**config.mk**
```make
export PLATFORM = sky130hd
export DESIGN_NAME = axi_rd_4_merger
export DESIGN_NICKNAME = d
export VERILOG_FILES = /design/src/rtl/axi_rd_4_merger.sv
export SDC_FILE = /design/constraint.sdc
export NUM_CORES = 1
export LEC_CHECK = 0
export ABC_CLOCK_PERIOD_IN_PS = 11300
export CORE_AREA = 4 4 250 252
export CTS_CLUSTER_DIAMETER = 50
export DETAILED_ROUTE_END_ITERATION = 10
export DIE_AREA = 0 0 254 256
export PLACE_DENSITY = 0.48
export SETUP_SLACK_MARGIN = 0.1
export SLEW_MARGIN = 10
export SYNTH_ARGS = -nofsm -noshare
export SYNTH_HDL_FRONTEND = slang
export SYNTH_SLANG_ARGS = --single-unit
```
**constraint.sdc**
```tcl
create_clock -name clk -period 11.3 [get_ports clk]
set_clock_uncertainty 0.15 [all_clocks]
set_input_delay 1.13 -clock clk [delete_from_list [all_inputs] [get_ports clk]]
set_output_delay 1.13 -clock clk [all_outputs]
set_load 0.02 [all_outputs]
```
**src/rtl/axi_rd_4_merger.sv**
```systemverilog
// 4-to-1 AXI read merger: round-robin AR arbitration into one registered stage, R beats routed back in AR order.
// Optional macro AXI_MERGER_LEN_CHECK_EN adds per-burst beat counting, forced rlast and a sticky rerr flag.
module axi_rd_4_merger #(
    parameter int unsigned EXTRAS = 8,
    parameter int unsigned IDWID  = 4,
    parameter int unsigned DWID   = 64,
    parameter int unsigned RDEPTH = 8
) (
    input  logic              clk,
    input  logic              rst_n,
    input  logic [IDWID-1:0]  a_arid,
    input  logic [31:0]       a_araddr,
    input  logic [7:0]        a_arlen,
    input  logic [EXTRAS-1:0] a_arextras,
    input  logic [1:0]        a_arburst,
    input  logic              a_arvalid,
    output logic              a_arready,
    output logic [IDWID-1:0]  a_rid,
    output logic [DWID-1:0]   a_rdata,
    output logic [1:0]        a_rresp,
    output logic              a_rlast,
    output logic              a_rvalid,
    input  logic              a_rready,
    input  logic [IDWID-1:0]  b_arid,
    input  logic [31:0]       b_araddr,
    input  logic [7:0]        b_arlen,
    input  logic [EXTRAS-1:0] b_arextras,
    input  logic [1:0]        b_arburst,
    input  logic              b_arvalid,
    output logic              b_arready,
    output logic [IDWID-1:0]  b_rid,
    output logic [DWID-1:0]   b_rdata,
    output logic [1:0]        b_rresp,
    output logic              b_rlast,
    output logic              b_rvalid,
    input  logic              b_rready,
    input  logic [IDWID-1:0]  c_arid,
    input  logic [31:0]       c_araddr,
    input  logic [7:0]        c_arlen,
    input  logic [EXTRAS-1:0] c_arextras,
    input  logic [1:0]        c_arburst,
    input  logic              c_arvalid,
    output logic              c_arready,
    output logic [IDWID-1:0]  c_rid,
    output logic [DWID-1:0]   c_rdata,
    output logic [1:0]        c_rresp,
    output logic              c_rlast,
    output logic              c_rvalid,
    input  logic              c_rready,
    input  logic [IDWID-1:0]  d_arid,
    input  logic [31:0]       d_araddr,
    input  logic [7:0]        d_arlen,
    input  logic [EXTRAS-1:0] d_arextras,
    input  logic [1:0]        d_arburst,
    input  logic              d_arvalid,
    output logic              d_arready,
    output logic [IDWID-1:0]  d_rid,
    output logic [DWID-1:0]   d_rdata,
    output logic [1:0]        d_rresp,
    output logic              d_rlast,
    output logic              d_rvalid,
    input  logic              d_rready,
    output logic [IDWID-1:0]  arid,
    output logic [31:0]       araddr,
    output logic [7:0]        arlen,
    output logic [EXTRAS-1:0] arextras,
    output logic [1:0]        arburst,
    output logic              arvalid,
    input  logic              arready,
    input  logic [IDWID-1:0]  rid,
    input  logic [DWID-1:0]   rdata,
    input  logic [1:0]        rresp,
    input  logic              rlast,
    input  logic              rvalid,
    output logic              rready,
    output logic              rerr
);
    localparam int unsigned PW = $clog2(RDEPTH);
    localparam int unsigned CW = PW + 1;

    typedef struct packed {
        logic [IDWID-1:0]  id;
        logic [31:0]       addr;
        logic [7:0]        len;
        logic [EXTRAS-1:0] extras;
        logic [1:0]        burst;
    } ar_t;

    ar_t        m_ar [4];
    logic [3:0] m_arvalid, m_arready, m_rready, m_rvalid;

    assign m_ar[0] = '{id: a_arid, addr: a_araddr, len: a_arlen, extras: a_arextras, burst: a_arburst};
    assign m_ar[1] = '{id: b_arid, addr: b_araddr, len: b_arlen, extras: b_arextras, burst: b_arburst};
    assign m_ar[2] = '{id: c_arid, addr: c_araddr, len: c_arlen, extras: c_arextras, burst: c_arburst};
    assign m_ar[3] = '{id: d_arid, addr: d_araddr, len: d_arlen, extras: d_arextras, burst: d_arburst};
    assign m_arvalid = {d_arvalid, c_arvalid, b_arvalid, a_arvalid};
    assign m_rready  = {d_rready, c_rready, b_rready, a_rready};
    assign {d_arready, c_arready, b_arready, a_arready} = m_arready;
    assign {d_rvalid, c_rvalid, b_rvalid, a_rvalid}     = m_rvalid;

    logic          arvalid_q;
    ar_t           ar_q;
    logic [1:0]    rr_ptr_q, cand, grant_idx;
    logic          grant_vld;
    logic [1:0]    route_src_q [RDEPTH];
    logic [PW-1:0] wr_ptr_q, rd_ptr_q;
    logic [CW-1:0] cnt_q;
    logic          fifo_empty, fifo_full, load_ok, push, pop, beat, rlast_m;
    logic [1:0]    head;

    // Round-robin search starting at rr_ptr_q (one past the last winner).
    always_comb begin
        grant_vld = 1'b0;
        grant_idx = rr_ptr_q;
        cand      = rr_ptr_q;
        for (int i = 0; i < 4; i++) begin
            cand = rr_ptr_q + 2'(i);
            if (!grant_vld && m_arvalid[cand]) begin
                grant_vld = 1'b1;
                grant_idx = cand;
            end
        end
    end

    assign fifo_empty = (cnt_q == '0);
    assign fifo_full  = (cnt_q == CW'(RDEPTH));
    assign head       = route_src_q[rd_ptr_q];
    assign rready     = !fifo_empty && m_rready[head];
    assign beat       = rvalid && rready;
    assign pop        = beat && rlast_m;
    // A retiring burst frees its slot in the same cycle, so a full FIFO can still accept.
    assign load_ok    = (!arvalid_q || arready) && (!fifo_full || pop);
    assign push       = load_ok && grant_vld;
    assign m_arready  = push ? (4'(1) << grant_idx) : 4'b0;
    assign m_rvalid   = (!fifo_empty && rvalid) ? (4'(1) << head) : 4'b0;

    assign arvalid  = arvalid_q;
    assign arid     = ar_q.id;
    assign araddr   = ar_q.addr;
    assign arlen    = ar_q.len;
    assign arextras = ar_q.extras;
    assign arburst  = ar_q.burst;

    assign {a_rid, b_rid, c_rid, d_rid}         = {4{rid}};
    assign {a_rdata, b_rdata, c_rdata, d_rdata} = {4{rdata}};
    assign {a_rresp, b_rresp, c_rresp, d_rresp} = {4{rresp}};
    assign {a_rlast, b_rlast, c_rlast, d_rlast} = {4{rlast_m}};

    always_ff @(posedge clk or negedge rst_n) begin
        if (!rst_n) begin
            arvalid_q <= 1'b0;
            ar_q      <= '0;
            rr_ptr_q  <= 2'd0;
            wr_ptr_q  <= '0;
            rd_ptr_q  <= '0;
            cnt_q     <= '0;
            for (int i = 0; i < RDEPTH; i++) route_src_q[i] <= 2'd0;
        end else begin
            if (load_ok) begin
                arvalid_q <= grant_vld;
                if (grant_vld) begin
                    ar_q     <= m_ar[grant_idx];
                    rr_ptr_q <= grant_idx + 2'd1;
                end
            end
            if (push) begin
                route_src_q[wr_ptr_q] <= grant_idx;
                wr_ptr_q              <= wr_ptr_q + PW'(1);
            end
            if (pop) rd_ptr_q <= rd_ptr_q + PW'(1);
            if (push && !pop)      cnt_q <= cnt_q + CW'(1);
            else if (pop && !push) cnt_q <= cnt_q - CW'(1);
        end
    end

`ifdef AXI_MERGER_LEN_CHECK_EN
    logic [7:0] route_len_q [RDEPTH];
    logic [7:0] beat_cnt_q;
    logic       rerr_q, at_len;

    assign at_len  = (beat_cnt_q == route_len_q[rd_ptr_q]);
    assign rlast_m = rlast || at_len;
    assign rerr    = rerr_q;

    // Beat counting per head burst; any disagreement with slave rlast latches rerr.
    always_ff @(posedge clk or negedge rst_n) begin
        if (!rst_n) begin
            beat_cnt_q <= 8'd0;
            rerr_q     <= 1'b0;
            for (int i = 0; i < RDEPTH; i++) route_len_q[i] <= 8'd0;
        end else begin
            if (push) route_len_q[wr_ptr_q] <= m_ar[grant_idx].len;
            if (pop)       beat_cnt_q <= 8'd0;
            else if (beat) beat_cnt_q <= beat_cnt_q + 8'd1;
            if (beat && (rlast != at_len)) rerr_q <= 1'b1;
        end
    end
`else
    assign rlast_m = rlast;
    assign rerr    = 1'b0;
`endif

endmodule

```
==> Word-level counts from Yosys, hierarchy flattened <==
Cells that the tools add are included.
{ "totals": {"elab_cells": 96, "output_inout_bits": 349, "register_bits": 83, "inputBits": 299} }
{ "classes": {"n_reduce_logical": 25, "muxes": 30, "add_sub_neg": 8, "eq_ne": 1, "shifts": 2, "n_lt_le_gt_ge": 9, "n_bitwise": 3} }
{ "ops": {"columns": ["operator", "count"], "rows": [
  ["binary-select mux 54 bit (select 2 bit)", 1],
  ["two-way mux 54 bit", 2],
  ["bitwise mux 16 bit", 1],
  ["two-way mux 4 bit", 4],
  ["< comparator 2 x 3 -> 1 bit, second input constant", 5],
  ["logical AND 1 bit", 12],
  ["two-way mux 2 bit", 6],
  ["binary-select mux 1 bit (select 2 bit)", 5],
  ["two-way mux 1 bit", 9],
  ["greater-or-equal comparator 4 bit, second input constant", 2],
  ["logical NOT 1 bit", 8],
  ["inverter 3 -> 4 bit", 2],
  ["left shift 1 x 2 -> 4 bit, first input constant", 2],
  ["adder 3 x 1 -> 3 bit, second input constant", 2],
  ["binary-select mux 2 bit (select 3 bit)", 1],
  ["demux 2 bit (select 3 bit)", 1],
  ["adder 2 x 1 -> 2 bit, second input constant", 2],
  ["adder 2 bit, second input constant", 2],
  ["adder 4 x 1 -> 4 bit, second input constant", 1],
  ["== test 4 bit, second input constant", 1],
  ["logical NOT 4 bit", 1],
  ["< comparator 4 x 1 -> 1 bit, second input constant", 1],
  ["subtractor 4 x 1 -> 4 bit, second input constant", 1],
  ["greater-or-equal comparator 3 bit, second input constant", 1],
  ["other kinds (4)", 5]
]} }

==> Logic depth before layout (Yosys ltp) <==
Gate-level depths: netlist of run 1.
{ "depth": {"word_depth": 17, "depth_mapped": 15, "depth_no_buf": 13} }

==> Least setup slack after synthesis of run 1 <==
No wires, ideal clock.
{ "synth_path": {"path_kind": "register -> output", "start": "reg rd_ptr_q[0]", "end": "out a_arready", "path_slack_ns": 7.441, "stages_incl_launch_ff": 9, "arrival_time_ns": 2.579, "cell_sequence": "dfrtp_1 buf_2 mux4_2 mux2_2 mux4_2 a21boi_4 nor2_2 buf_6 and2_1"} }
{ "synth_via": {"elab_chain_len": 13} }
{ "synth_lines": {"columns": ["element", "line_no", "rtl"], "rows": [
  ["start, declared", "106", "logic [PW-1:0] wr_ptr_q, rd_ptr_q;"],
  ["start signal, assigned", "170", "if (pop) rd_ptr_q <= rd_ptr_q + PW'(1);"],
  ["inverter 3 -> 4 bit (not written as such)", "127", "assign head = route_src_q[rd_ptr_q];"],
  ["binary-select mux 2 bit (select 3 bit)", "127", null],
  ["two-way mux 2 bit (not written as such) (2 in a row)", "127", null],
  ["binary-select mux 1 bit (select 2 bit)", "128", "assign rready = !fifo_empty && m_rready[head];"],
  ["two-way mux 1 bit (not written as such)", "128", null],
  ["logical AND 1 bit", "128", null],
  ["logical AND 1 bit", "129", "assign beat = rvalid && rready;"],
  ["logical AND 1 bit", "130", "assign pop = beat && rlast_m;"],
  ["logical OR 1 bit", "132", "assign load_ok = (!arvalid_q || arready) && (!fifo_full || pop);"],
  ["logical AND 1 bit", "132", null],
  ["logical AND 1 bit", "133", "assign push = load_ok && grant_vld;"],
  ["named net push", "108", "logic fifo_empty, fifo_full, load_ok, push, pop, beat, rlast_m;"],
  ["two-way mux 4 bit", "134", "assign m_arready = push ? (4'(1) << grant_idx) : 4'b0;"],
  ["end, declared", "17", "output logic a_arready,"]
]} }
The timed path passes the listed nets, and every way through them passes these cells. The select of a mux whose other input is x is not followed.

==> Worst setup path after layout of run 1 <==
{ "layout_path": {"start": "reg rd_ptr_q[0]", "end": "out c_arready"} }
{ "layout_via": {"elab_chain_len": 13} }
{ "layout_lines": {"columns": ["element", "line_no", "rtl"], "rows": [
  ["inverter 3 -> 4 bit (not written as such)", "127", null],
  ["binary-select mux 2 bit (select 3 bit)", "127", null],
  ["two-way mux 2 bit (not written as such) (2 in a row)", "127", null],
  ["binary-select mux 1 bit (select 2 bit)", "128", null],
  ["two-way mux 1 bit (not written as such)", "128", null],
  ["logical AND 1 bit", "128", null],
  ["logical AND 1 bit", "129", null],
  ["logical AND 1 bit", "130", null],
  ["logical OR 1 bit", "132", null],
  ["logical AND 1 bit", "132", null],
  ["logical AND 1 bit", "133", null],
  ["two-way mux 4 bit", "134", null],
  ["end, declared", "43", "output logic c_arready,"]
]} }
Every way passes these cells. The select of a mux whose other input is x is not followed.

==> results of run 1 <==
[report_power, final]
group | total (mW) | leakage [nW] | internal, mW | switching [mW]
Clock | 0.313 | 0.138 | 0.155 | 0.158
Combinational | 1.18 | 2.14 | 0.624 | 0.553
Sequential | 0.557 | 0.969 | 0.449 | 0.109
Total | 2.05 | 3.25 | 1.23 | 0.820
[layout make-up]
type	count	area share
Clock buffer	10	0.02482
Tap cell	782	0.1061
Inverter	6	0.002441
Sequential cell	83	0.2251
Multi-Input combinational cell	243	0.3099
Antenna cell	2	0.0005425
Clock inverter	6	0.006103
Timing Repair Buffer	301	0.3250
[synthesized netlist by cell type, drive strengths merged]
| master | instances | share of area |
|---|---|---|
| nand3 | 3 | 0.0021 |
| and3 | 1 | 0.00087 |
| a21boi | 1 | 0.0026 |
| and2 | 8 | 0.0069 |
| mux2 | 64 | 0.10 |
| o21a | 1 | 0.0010 |
| nor2 | 18 | 0.0097 |
| a21o | 1 | 0.0010 |
| or2 | 1 | 0.00087 |
| nand2b | 1 | 0.00087 |
| nand3b | 1 | 0.0010 |
| xor2 | 3 | 0.0036 |
| o21ai | 15 | 0.010 |
| a21oi | 10 | 0.0069 |
| a221oi | 8 | 0.0097 |
| ha | 9 | 0.016 |
| inv | 6 | 0.0031 |
| clkbuf | 15 | 0.0078 |
| or4 | 2 | 0.0021 |
| conb | 1 | 0.00052 |
| o31ai | 8 | 0.0083 |
| fa | 1 | 0.0028 |
| or3 | 3 | 0.0026 |
| nor3b | 1 | 0.0010 |
| xnor2 | 5 | 0.0061 |
| nor3 | 4 | 0.0028 |
| buf | 296 | 0.31 |
| nor2b | 3 | 0.0026 |
| o22ai | 2 | 0.0017 |
| nand2 | 7 | 0.0036 |
| nor4 | 1 | 0.00087 |
| a22oi | 1 | 0.0010 |
| nor4b | 1 | 0.0012 |
| dfrtp | 83 | 0.29 |
| mux4 | 58 | 0.18 |
[per-stage QoR]
stage | hold WS (ps) | setup slack [ps] | utilization | total power, mW
after CTS | 344.1 | 6329 | 0.1533 | 2.105
after detailed placement | 326.7 | 6297 | 0.1486 | 1.764
final | 335.9 | 6406 | 0.1534 | 2.047
after global routing | 365.4 | 6207 | 0.1533 | 2.216
after floorplan | 298.3 | 7441 | - | 1.407
after global placement | 316.8 | 6330 | 0.1486 | 1.757
[cell families (layout without fill, tap and decap cells)]
logic type               after synthesis  count (layout)
buffers and inverters                317             323
multiplexers                         122             122
flip-flops                            83              83
AND/OR/NAND/NOR                       55              55
AO/OA/AOI/OAI                         47              47
adder cells (fa/ha/maj)               10              10
XOR/XNOR                               8               8
other                                  1               3
[final timing paths]
path	slack (ps)	depth (start not counted)	end
worst max-delay path	6410	7	c_arready
max in group asynchronous	9330	2	arlen[0]$_DFFE_PN0P_
worst min-delay path	340	1	arid[1]$_DFFE_PN0P_
worst min register to register	340	1	arid[1]$_DFFE_PN0P_
min in group asynchronous	490	1	araddr[19]$_DFFE_PN0P_
worst max register to register	6700	14	cnt_q[3]$_DFFE_PN0P_
[metal layers]
layer | vias up | wire length [µm] | global-route usage
met4 | 4 | 952 | 0.03764
met5 | - | 53 | 0.004511
li1 | 1972 | - | -
met3 | 56 | 2891 | 0.04217
met1 | 2167 | 8318 | 0.07368
met2 | 377 | 9865 | 0.09998
[sequential cells by signal (all words and copies together) (netlist names), 2 cells and up]
signal       cells
rd_ptr_q         3
rr_ptr_q         2
araddr          32
arid             4
route_src_q     16
wr_ptr_q         3
cnt_q            4
arburst          2
arextras         8
arlen            8
[layout by cell type, fill, tap and decap left out, types with 2 or more instances in the layout]
master / count
sky130_fd_sc_hd__mux2_1: 54
sky130_fd_sc_hd__nand3_1: 3
sky130_fd_sc_hd__mux2_2: 10
sky130_fd_sc_hd__o31ai_1: 8
sky130_fd_sc_hd__xor2_1: 3
sky130_fd_sc_hd__mux4_2: 58
sky130_fd_sc_hd__buf_4: 6
sky130_fd_sc_hd__nand2_1: 7
sky130_fd_sc_hd__a21oi_1: 10
sky130_fd_sc_hd__o21ai_0: 13
sky130_fd_sc_hd__a221oi_1: 8
sky130_fd_sc_hd__o22ai_1: 2
sky130_fd_sc_hd__diode_2: 2
sky130_fd_sc_hd__nor3_1: 4
sky130_fd_sc_hd__inv_6: 2
sky130_fd_sc_hd__clkdlybuf4s50_1: 295
sky130_fd_sc_hd__dfrtp_1: 83
sky130_fd_sc_hd__inv_8: 2
sky130_fd_sc_hd__and2_1: 8
sky130_fd_sc_hd__or4_1: 2
sky130_fd_sc_hd__or3_1: 3
sky130_fd_sc_hd__nor2_1: 17
sky130_fd_sc_hd__nor2b_1: 3
sky130_fd_sc_hd__ha_1: 9
sky130_fd_sc_hd__o21ai_4: 2
sky130_fd_sc_hd__clkbuf_16: 9
sky130_fd_sc_hd__xnor2_1: 5
sky130_fd_sc_hd__inv_1: 6
==> run summary, run 1 <==
The core area came out at 0.06013 mm². The number of buffers created by CTS is 9. The delay of the slowest cell on the worst path came out at 590 ps. The share of layout cells above drive strength 1 is 0.1464.

The launching instance or port of the critical path is rd_ptr_q[0]$_DFFE_PN0P_. After clock tree synthesis, the clock-pin slew on the worst setup and hold paths is 80 ps. The netlist uses 41 different library cells. The area growth from synthesis to layout came out at 27.96%. In the synthesized netlist, the number of instances is 643. For this design the ratio of total power to cell area is 221.9 mW/mm².

In the routed design, unresolved DRC markers number 0. The y dimension of the die came out at 256 µm. The number of violations of the max-capacitance limit is 0. The flip-flop and latch count after synthesis came out at 83. The clock passes through at most 2 buffers. The number of nets in the finished design came out at 953.

The share of the Yosys chip area taken by registers is 0.2881. The shortest clock period the worst path allows after layout is 4894 ps. Setup repair after global routing left no endpoint under its margin. The sort of element at the start of the critical path is a flip-flop. The clock latency on the worst-skew pair is 390 ps. After legalization and detailed placement, the total HPWL measured 17,790 µm. The number of filler cells placed in the layout is 6,780. TritonCTS built the clock tree.

The synthesized netlist occupies a cell area of 0.007209 mm². The worst pin sits at a relative slew slack of 0.3949. The largest net degree at the start of global routing is 61. Traced cell by cell, the critical path runs through mux4_2, mux2_2, mux4_2, a21boi_4, nor2_4, and2_1, clkdlybuf4s50_1. Of the post-synthesis cell area, the part taken by muxes is 0.2812. Once placement finished, the instance area stood at 0.008935 mm². The synthesized area per cell is 11.21 µm². The overall track demand over capacity in global routing came out at 0.06758. Once layout is done, the placed cells without fillers occupy 0.009225 mm². The number of nets handed over by synthesis was 952. The startpoint identified for the worst hold timing path is arid[1]$_DFFE_PN0P_. The register area came out at 0.002077 mm². For this configuration, the core starts out at a cell density of 0.1199. The total length of routed wires is 22,080 µm.

In this run the horizontal extent of the chip is 254 µm. The peak ir drop on the vdd network is 0.07683 mV. The data required time at the worst endpoint is 10,020 ps. The number of failing setup endpoints in the final timing report is 0. The path class of the tightest hold or removal check is flip-flop to flip-flop. The global-route wire length before repair is 32,600 µm. In this run the critical register-to-register path is launched from rd_ptr_q[0]$_DFFE_PN0P_. Dividing the detail-routed wire length by the instance count gives 15.41 µm.

The clock sink count is 83. The tree is rooted in a sky130_fd_sc_hd__clkbuf_16. The number of post-CTS setup repair buffers came out at 0. The number of slew-limit violations in the final report is 0. The flow ran to the end, and the final reports show no timing, DRC or antenna violations. The element type at the critical path end is a primary output.

The achievable frequency is 204.3 MHz. The cell type group with the largest total delay on the critical path is multiplexers. The sum of negative setup slack came out at 0 ps. The number of placement rows is 90.

Of the total synthesized cell area, the portion taken by full adders, half adders and majority gates is 0.01840. The die outline area came out at 0.06502 mm². The number of warnings printed during yosys synthesis came out at 0. Of the total synthesized cell area, the portion taken by XOR and XNOR cells is 0.009719. The share of the synthesized area in compound gates (AO/OA/AOI/OAI) is 0.04287. The cell occurring most often along the worst timing path is sky130_fd_sc_hd__mux4_2.

Of the available clock period, the critical path in the final layout requires 0.4331. After synthesis, the largest family of logic cells by area is buffers and inverters. On the critical path, the stage with the largest delay is an instance of sky130_fd_sc_hd__dfrtp_1. The count of routing violations after the opening detailed-route iteration came out at 177.

The fraction of the mapped netlist area in simple logic gates came out at 0.03922. The critical path in this run is classified as flip-flop to primary output. The largest fanout of any net on the critical path is 16. The multi-input combinational cells in the finished layout cover a total of 0.002859 mm². Port buffering added 296 buffers. At the end of routability-driven placement, the weighted congestion stood at 0.7413.

The via count of the first global-routing pass is 5,313. Together, buffers and inverters on the worst path number 1. The initial antenna violation count is 2. The count of final hold-check violations was 0. The depth of the CTS H-tree came out at 3. Gates resized during post-CTS repair numbered 0. The total grt overflow is 0.

The first detailed-routing pass took 4 iterations. The via count of the routed design came out at 4,576. Counting tap cells, the placed design contains a total of 1,415 instances. For this design the static power due to leakage is 3.250 nW.

Hold repair after CTS inserted 0 buffers. The post-route antenna net violation count is 0. The via density per instance is 3.193. The slew at the pin closest to its max-slew limit came out at 907.7 ps. For the worst setup path, the data arrival time is 3610 ps. 648 I/O pins were placed. The post-route non-filler standard cell count is 1,433.
(Power assumes the default switching activity.)
==> inputs of run 2 (changes only) <==
ABC_CLOCK_PERIOD_IN_PS = 3900   (was 11300)
PLACE_DENSITY = 0.49   (was 0.48)
clock period = 3.9 ns   (was 11.3 ns; I/O delays follow)
==> run summary, run 2 (synthesis results as in run 1) <==
The overall track demand over capacity in global routing is 0.07314. The number of nets in the finished design is 965. The via density per instance is 3.198. The die outline area came out at 0.06502 mm².

The peak ir drop on the vdd network came out at 0.2052 mV. The clock tree from TritonCTS is yes. The clock reaches the later pin of the worst-skew pair after 370 ps.

The count of port buffers added during placement came out at 296. Walking the worst path, the cells encountered are mux4_2, mux2_2, mux4_2, a21boi_4, nor2_4, buf_4, and2_1, dlygate4sd2_1. The count of final hold-check violations is 0. The global-route wire length before repair is 34,430 µm. The number of iterations in the first detailed-routing pass is 4. The number of DRC violations after detailed routing is 0. The cell count along the critical path came out at 8. The hold path depth is 1. Leaving out fill and tap cells, the most frequent cell in the layout is sky130_fd_sc_hd__clkdlybuf4s50_1. The share of total power in sequential cells is 0.258. The run finished with clean final reports.

The flip-flop count of the largest register after layout is 32. In this run the most used layer during global routing was met2. The path class of the tightest hold or removal check is flip-flop to flip-flop.

Internal power comes to 3.732 mW. The y dimension of the die is 256 µm. The via count of the first global-routing pass was 5,320.

In this run the worst path has a maximum fanout of 8. The number of slew-limit violations in the final report was 0. The share of layout cells above drive strength 1 is 0.1664.

The power density over the cells is 661.7 mW/mm². The portion of the clock cycle consumed by the worst path in the final layout is 0.9339. The tightest hold path in the finished design has a slack of 336.1 ps. The arrival time at the worst endpoint is 3100 ps.

The post-route antenna net violation count is 0. The I/O pin count came out at 648. The relative contribution of the clock network to total power is 0.162. Setup violations remaining at the end of the flow were counted as 0. The depth of the CTS H-tree is 3. In the layout the commonest cells are 291 x sky130_fd_sc_hd__clkdlybuf4s50_1, 82 x sky130_fd_sc_hd__dfrtp_1, 58 x sky130_fd_sc_hd__mux4_2. The total inserted antenna cells is 0. The largest net degree at the start of global routing came out at 58. The global routing met2 resource utilization came out at 0.1207. Counting along the longest clock path gives a buffer depth of 2.

After clock tree synthesis, the clock-pin slew on the worst setup and hold paths is 70 ps. The initial antenna violation count came out at 4. The worst-case headroom to the max-slew limit is 0.3492.

The delay of the slowest cell on the worst path is 520 ps. The HPWL after detailed placement came out at 19,390 µm. Across all layers, the routed design uses 4,614 vias. The number of placement rows is 90.

The area growth from synthesis to layout came out at 30.30%. The routability-driven placement congestion ratio came out at 0.7565. In this run, CTS created clock tree buffers numbering 9.

After global routing the overflow that remains totals 0. The critical path in this run is classified as flip-flop to primary output. The achievable frequency is 274.6 MHz.

The sum of negative setup slack is 0 ps. The shortest clock period the worst path allows after layout came out at 3642 ps. Of the total power, the share spent switching nets is 0.3996. The cell sitting at the root of the clock tree is a sky130_fd_sc_hd__clkbuf_16. In the global route stage, met3 resource usage came out at 0.03892. The total length of routed wires came out at 24,170 µm. The element type at the critical path end is a primary output.

The number of cell instances on the worst register-to-register path is 13. For this run, global-route usage on met1 was measured as 0.07936. The number of buffer and inverter instances along the worst setup path is 2. The horizontal die dimension came out at 254 µm.

The core area came out at 0.06013 mm². The initial standard-cell utilization of the core is 0.1199. Counting stages on the worst path, the most repeated cell is sky130_fd_sc_hd__mux4_2. The clock sink count is 83. The static leakage came out at 3.358 nW.

The worst setup path is launched from a flip-flop. In the final routed layout, each cell accounts on average for 16.75 µm. The largest individual stage delay along the critical path comes from the cell sky130_fd_sc_hd__mux4_2.

Summed over all nets, the switching power comes to 2.484 mW. On the critical path the largest part of the delay comes from multiplexers. The data required time at the worst endpoint is 3360 ps.

Of the total power, combinational logic draws 0.580. The number of violations of the max-capacitance limit is 0. Setup repair after global routing left no endpoint under its margin. The count of routing violations after the opening detailed-route iteration is 214.

For the pin with the worst max-slew slack, the measured transition is 967.3 ps.
[run 2: worst paths after layout]
kind / start / end / slack (ps)
worst max-delay path: rd_ptr_q[0]$_DFFE_PN0P_ / b_arready / 260
worst min-delay path: arextras[7]$_DFFE_PN0P_ / arextras[7]$_DFFE_PN0P_ / 340
worst max register to register: rd_ptr_q[0]$_DFFE_PN0P_ / cnt_q[3]$_DFFE_PN0P_ / 270
worst min register to register: arextras[7]$_DFFE_PN0P_ / arextras[7]$_DFFE_PN0P_ / 340
max in group asynchronous: rst_n / araddr[1]$_DFFE_PN0P_ / 2130
min in group asynchronous: rst_n / arlen[1]$_DFFE_PN0P_ / 500
[run 2: layer usage]
layer / share of wire / routed length, µm
met1: 0.38 / 9079
met2: 0.48 / 11630
met3: 0.12 / 2789
met4: 0.028 / 665
met5: 0 / 0
[run 2: worst register-to-register path: cells and delay by family (launching register included)]
kind | cells | cell delay [ps]
buffers and inverters | 1 | 80
muxes | 3 | 1350
DFF | 1 | 480
adders and majority gates | 2 | 470
AOI/OAI and AO/OA | 2 | 350
and+or+nand+nor | 3 | 360
xor gates and xnor gates | 2 | 280
[run 2: layout make-up]
type                       count  area (µm²)
sequential                    83        2078
clock buffer                   9       225.2
tap                          782       978.4
inverter                       6       22.52
fill                        6807       50740
multi-input combinational    243        2860
clock inverter                 7       93.84
timing repair buffer         313        3136
[run 2: power by group through the flow]
stage / sequential [mW] / clock, mW / combinational (mW)
after CTS: 1.61 / 1.09 / 3.67
after global routing: 1.67 / 1.12 / 3.91
after floorplan: 1.89 / 0 / 2.18
after detailed placement: 1.62 / 0 / 3.65
after global placement: 1.61 / 0 / 3.65
final: 1.60 / 1.01 / 3.60
[run 2: stage by stage]
stage                 util  worst slack (ps)  power [mW]  cell area (µm²)  instances
finish              0.1562             257.8       6.216             9394       1443
global route        0.1562             109.1       6.696             9394       1443
CTS                 0.1561             188.2       6.373             9387       1443
detailed placement  0.1506             70.63       5.271             9054       1425
global placement    0.1506             101.0       5.251             9054       1425
floorplan                -             126.2       4.076             7209        643
[run 2: what timing repair did]
item	CTS	global route
hold endpoints to repair	5	0
setup buffers	1	0
setup endpoints to repair	5	1
resized for setup	5	3
pin swaps	0	0
hold buffers	1	0
==> inputs of run 3 (changes only) <==
CAP_MARGIN = 10   (was unset)
CORE_AREA = 2 2 255 257   (was 4 4 250 252)
DIE_AREA = 0 0 257 259   (was 0 0 254 256)
PLACE_DENSITY = 0.48   (was 0.49)
TNS_END_PERCENT = 10   (was unset)
==> run summary, run 3 (synthesis results as in run 1) <==
The setup path with the least slack is of type flip-flop to primary output. The number of iterations in the first detailed-routing pass came out at 4. Of all nets on the critical path, the largest fanout is 7. The initial antenna violation count is 2. Based on the critical path, the design can be clocked at up to 276.9 MHz.

The I/O pin count came out at 648. The via density per instance is 3.034. Wires add up to 21,610 µm. The number of buffers created by CTS is 9. The y dimension of the die is 259 µm. The initial standard-cell utilization of the core came out at 0.1129. The top cell types in the final layout, fill and taps aside, are 291 x sky130_fd_sc_hd__clkdlybuf4s50_1, 82 x sky130_fd_sc_hd__dfrtp_1, 58 x sky130_fd_sc_hd__mux4_2.

The shortest clock period the worst path allows after layout is 3611 ps. In this run the remaining antenna-violating nets after routing total 0. The clock transition time at the flip-flop clock pins of the worst setup and hold paths is 70 ps. The data required time at the worst endpoint is 3360 ps. For the pin with the worst max-slew slack, the measured transition is 986.9 ps. The count of buffers added on input and output ports is 296. The count of final hold-check violations is 0. The net count of the finished layout is 964.

Traced cell by cell, the critical path runs through buf_12, mux2_2, mux4_2, mux4_2, a21boi_4, nor2_4, buf_4, and2_1, dlygate4sd2_1. The met1 usage came out at 0.06494. The largest single stage delay on the critical path is 520 ps. The most utilized layer in the global route result is met2. Of the available clock period, the critical path in the final layout requires 0.9259. The flip-flop count of the largest register after layout came out at 32.

The number of placement rows came out at 93. The per-cell routed wire length is 14.27 µm. The power density over the cells is 648.3 mW/mm². In the final layout, the share of cells above drive strength 1 is 0.1667.

The clock tree from TritonCTS is yes. The peak ir drop on the vdd network is 0.2133 mV. The floorplan step set the die width to 257 µm. The static leakage came out at 3.392 nW.

Clock tree synthesis selected as its root buffer the cell sky130_fd_sc_hd__clkbuf_16. The sort of element at the start of the critical path is a flip-flop. The number of filler cells placed in the layout is 7,069.

The worst-case headroom to the max-slew limit came out at 0.3421. The detailed router placed 4,596 vias in this run. The cts-stage hold buffer count came out at 0. The overall track demand over capacity in global routing is 0.06611. Counting along the longest clock path gives a buffer depth of 2. STA classifies the critical path endpoint as a primary output. The arrival time at the worst endpoint came out at 3070 ps.

The via count of the first global-routing pass came out at 5,204. The core region is 0.06388 mm². The global routing met2 resource utilization came out at 0.1134. Among the stages of the critical path, the cell type that occurs most often is sky130_fd_sc_hd__mux4_2. The met3 track demand over resource in global routing is 0.03193. The area growth from synthesis to layout came out at 31.59%. Setup violations remaining at the end of the flow were counted as 0. The number of DRC violations after detailed routing is 0. The clock latency on the worst-skew pair is 380 ps. The die outline area came out at 0.06656 mm².

The total grt overflow came out at 0. The largest net degree at the start of global routing came out at 69. The HPWL after detailed placement is 17,050 µm. The tightest min-delay check is of the primary input to asynchronous set/reset pin type. The library cell used most frequently in the layout, excluding fill and tap cells, is sky130_fd_sc_hd__clkdlybuf4s50_1. The slowest cell on the critical path is sky130_fd_sc_hd__mux4_2. The count of routing violations after the opening detailed-route iteration came out at 195.

Setup repair after global routing left no endpoint under its margin. The clock sink count is 83. CTS built an H-tree with a depth of 3. The tool flagged a number of max-cap violations equal to 0. The routability-driven placement congestion ratio is 0.7396. The number of slew-limit violations in the final report came to 0. The sum of negative setup slack came out at 0 ps.

The total inserted antenna cells is 0. Total power for the finished layout comes to 6.150 mW. The global-route wire length before repair is 32,110 µm. The flow ran to the end, and the final reports show no timing, DRC or antenna violations. The reg-to-reg setup timing slack came out at 310 ps.
-- run 3: critical path: cells and delay by family, from the launching register on --
| family | cells | cell delay (ps) |
|---|---|---|
| mux | 3 | 1210 |
| buf+inv | 3 | 610 |
| flops | 1 | 450 |
| simple gates | 2 | 220 |
| compound gates | 1 | 210 |
-- run 3: worst paths after layout --
kind,end,start,cells after the start
min in group clk,arlen[3]$_DFFE_PN0P_,arlen[3]$_DFFE_PN0P_,1
max in group asynchronous,rd_ptr_q[0]$_DFFE_PN0P_,rst_n,2
hold reg to reg,arlen[3]$_DFFE_PN0P_,arlen[3]$_DFFE_PN0P_,1
setup / recovery,c_arready,rd_ptr_q[0]$_DFFE_PN0P_,9
hold / removal,araddr[17]$_DFFE_PN0P_,rst_n,1
setup reg to reg,cnt_q[3]$_DFFE_PN0P_,rd_ptr_q[0]$_DFFE_PN0P_,14
-- run 3: metrics by stage --
stage / cells / hold slack, ps / util / instance area (µm²) / setup slack, ps
detailed placement: 1497 / 323.7 / 0.1428 / 9125 / 36.64
global route: 1515 / 14.91 / 0.1485 / 9487 / 134.3
CTS: 1515 / 37.30 / 0.1483 / 9472 / 22.21
global placement: 1497 / 316.3 / 0.1428 / 9125 / 81.44
finish: 1515 / 9.498 / 0.1485 / 9487 / 288.9
floorplan: 643 / -55.59 / - / 7209 / 126.2
-- run 3: layout make-up --
| class | count | area [µm²] | share of cell area |
|---|---|---|---|
| well taps | 855 | 1070 | 0.1128 |
| clock buffers | 9 | 225.2 | 0.02374 |
| repair buffers | 312 | 3137 | 0.3307 |
| flip-flops and latches | 83 | 2078 | 0.2191 |
| inverters | 6 | 22.52 | 0.002374 |
| clock inverters | 7 | 93.84 | 0.009892 |
| multi-input cells | 243 | 2860 | 0.3015 |
-- run 3: repair_timing --
item                                   in CTS  in global routing
setup endpoints to repair                   5                  4
buffers inserted                            2                  0
endpoints found under the hold margin       0                  0
gates resized for setup                     2                  6
-- run 3: routing by layer --
metal / wire [µm] / vias to the layer above / share of wire
li1: - / 1997 / -
met2: 10930 / 334 / 0.51
met4: 872 / 4 / 0.040
met1: 7505 / 2211 / 0.35
met5: 21 / - / 0.00097
met3: 2284 / 50 / 0.11
-- run 3: power by group --
part | internal (mW) | switching [mW] | leakage [nW]
sequential | 1.30 | 0.290 | 0.968
combinational | 1.92 | 1.66 | 2.27
clock | 0.517 | 0.467 | 0.153
total | 3.73 | 2.42 | 3.39
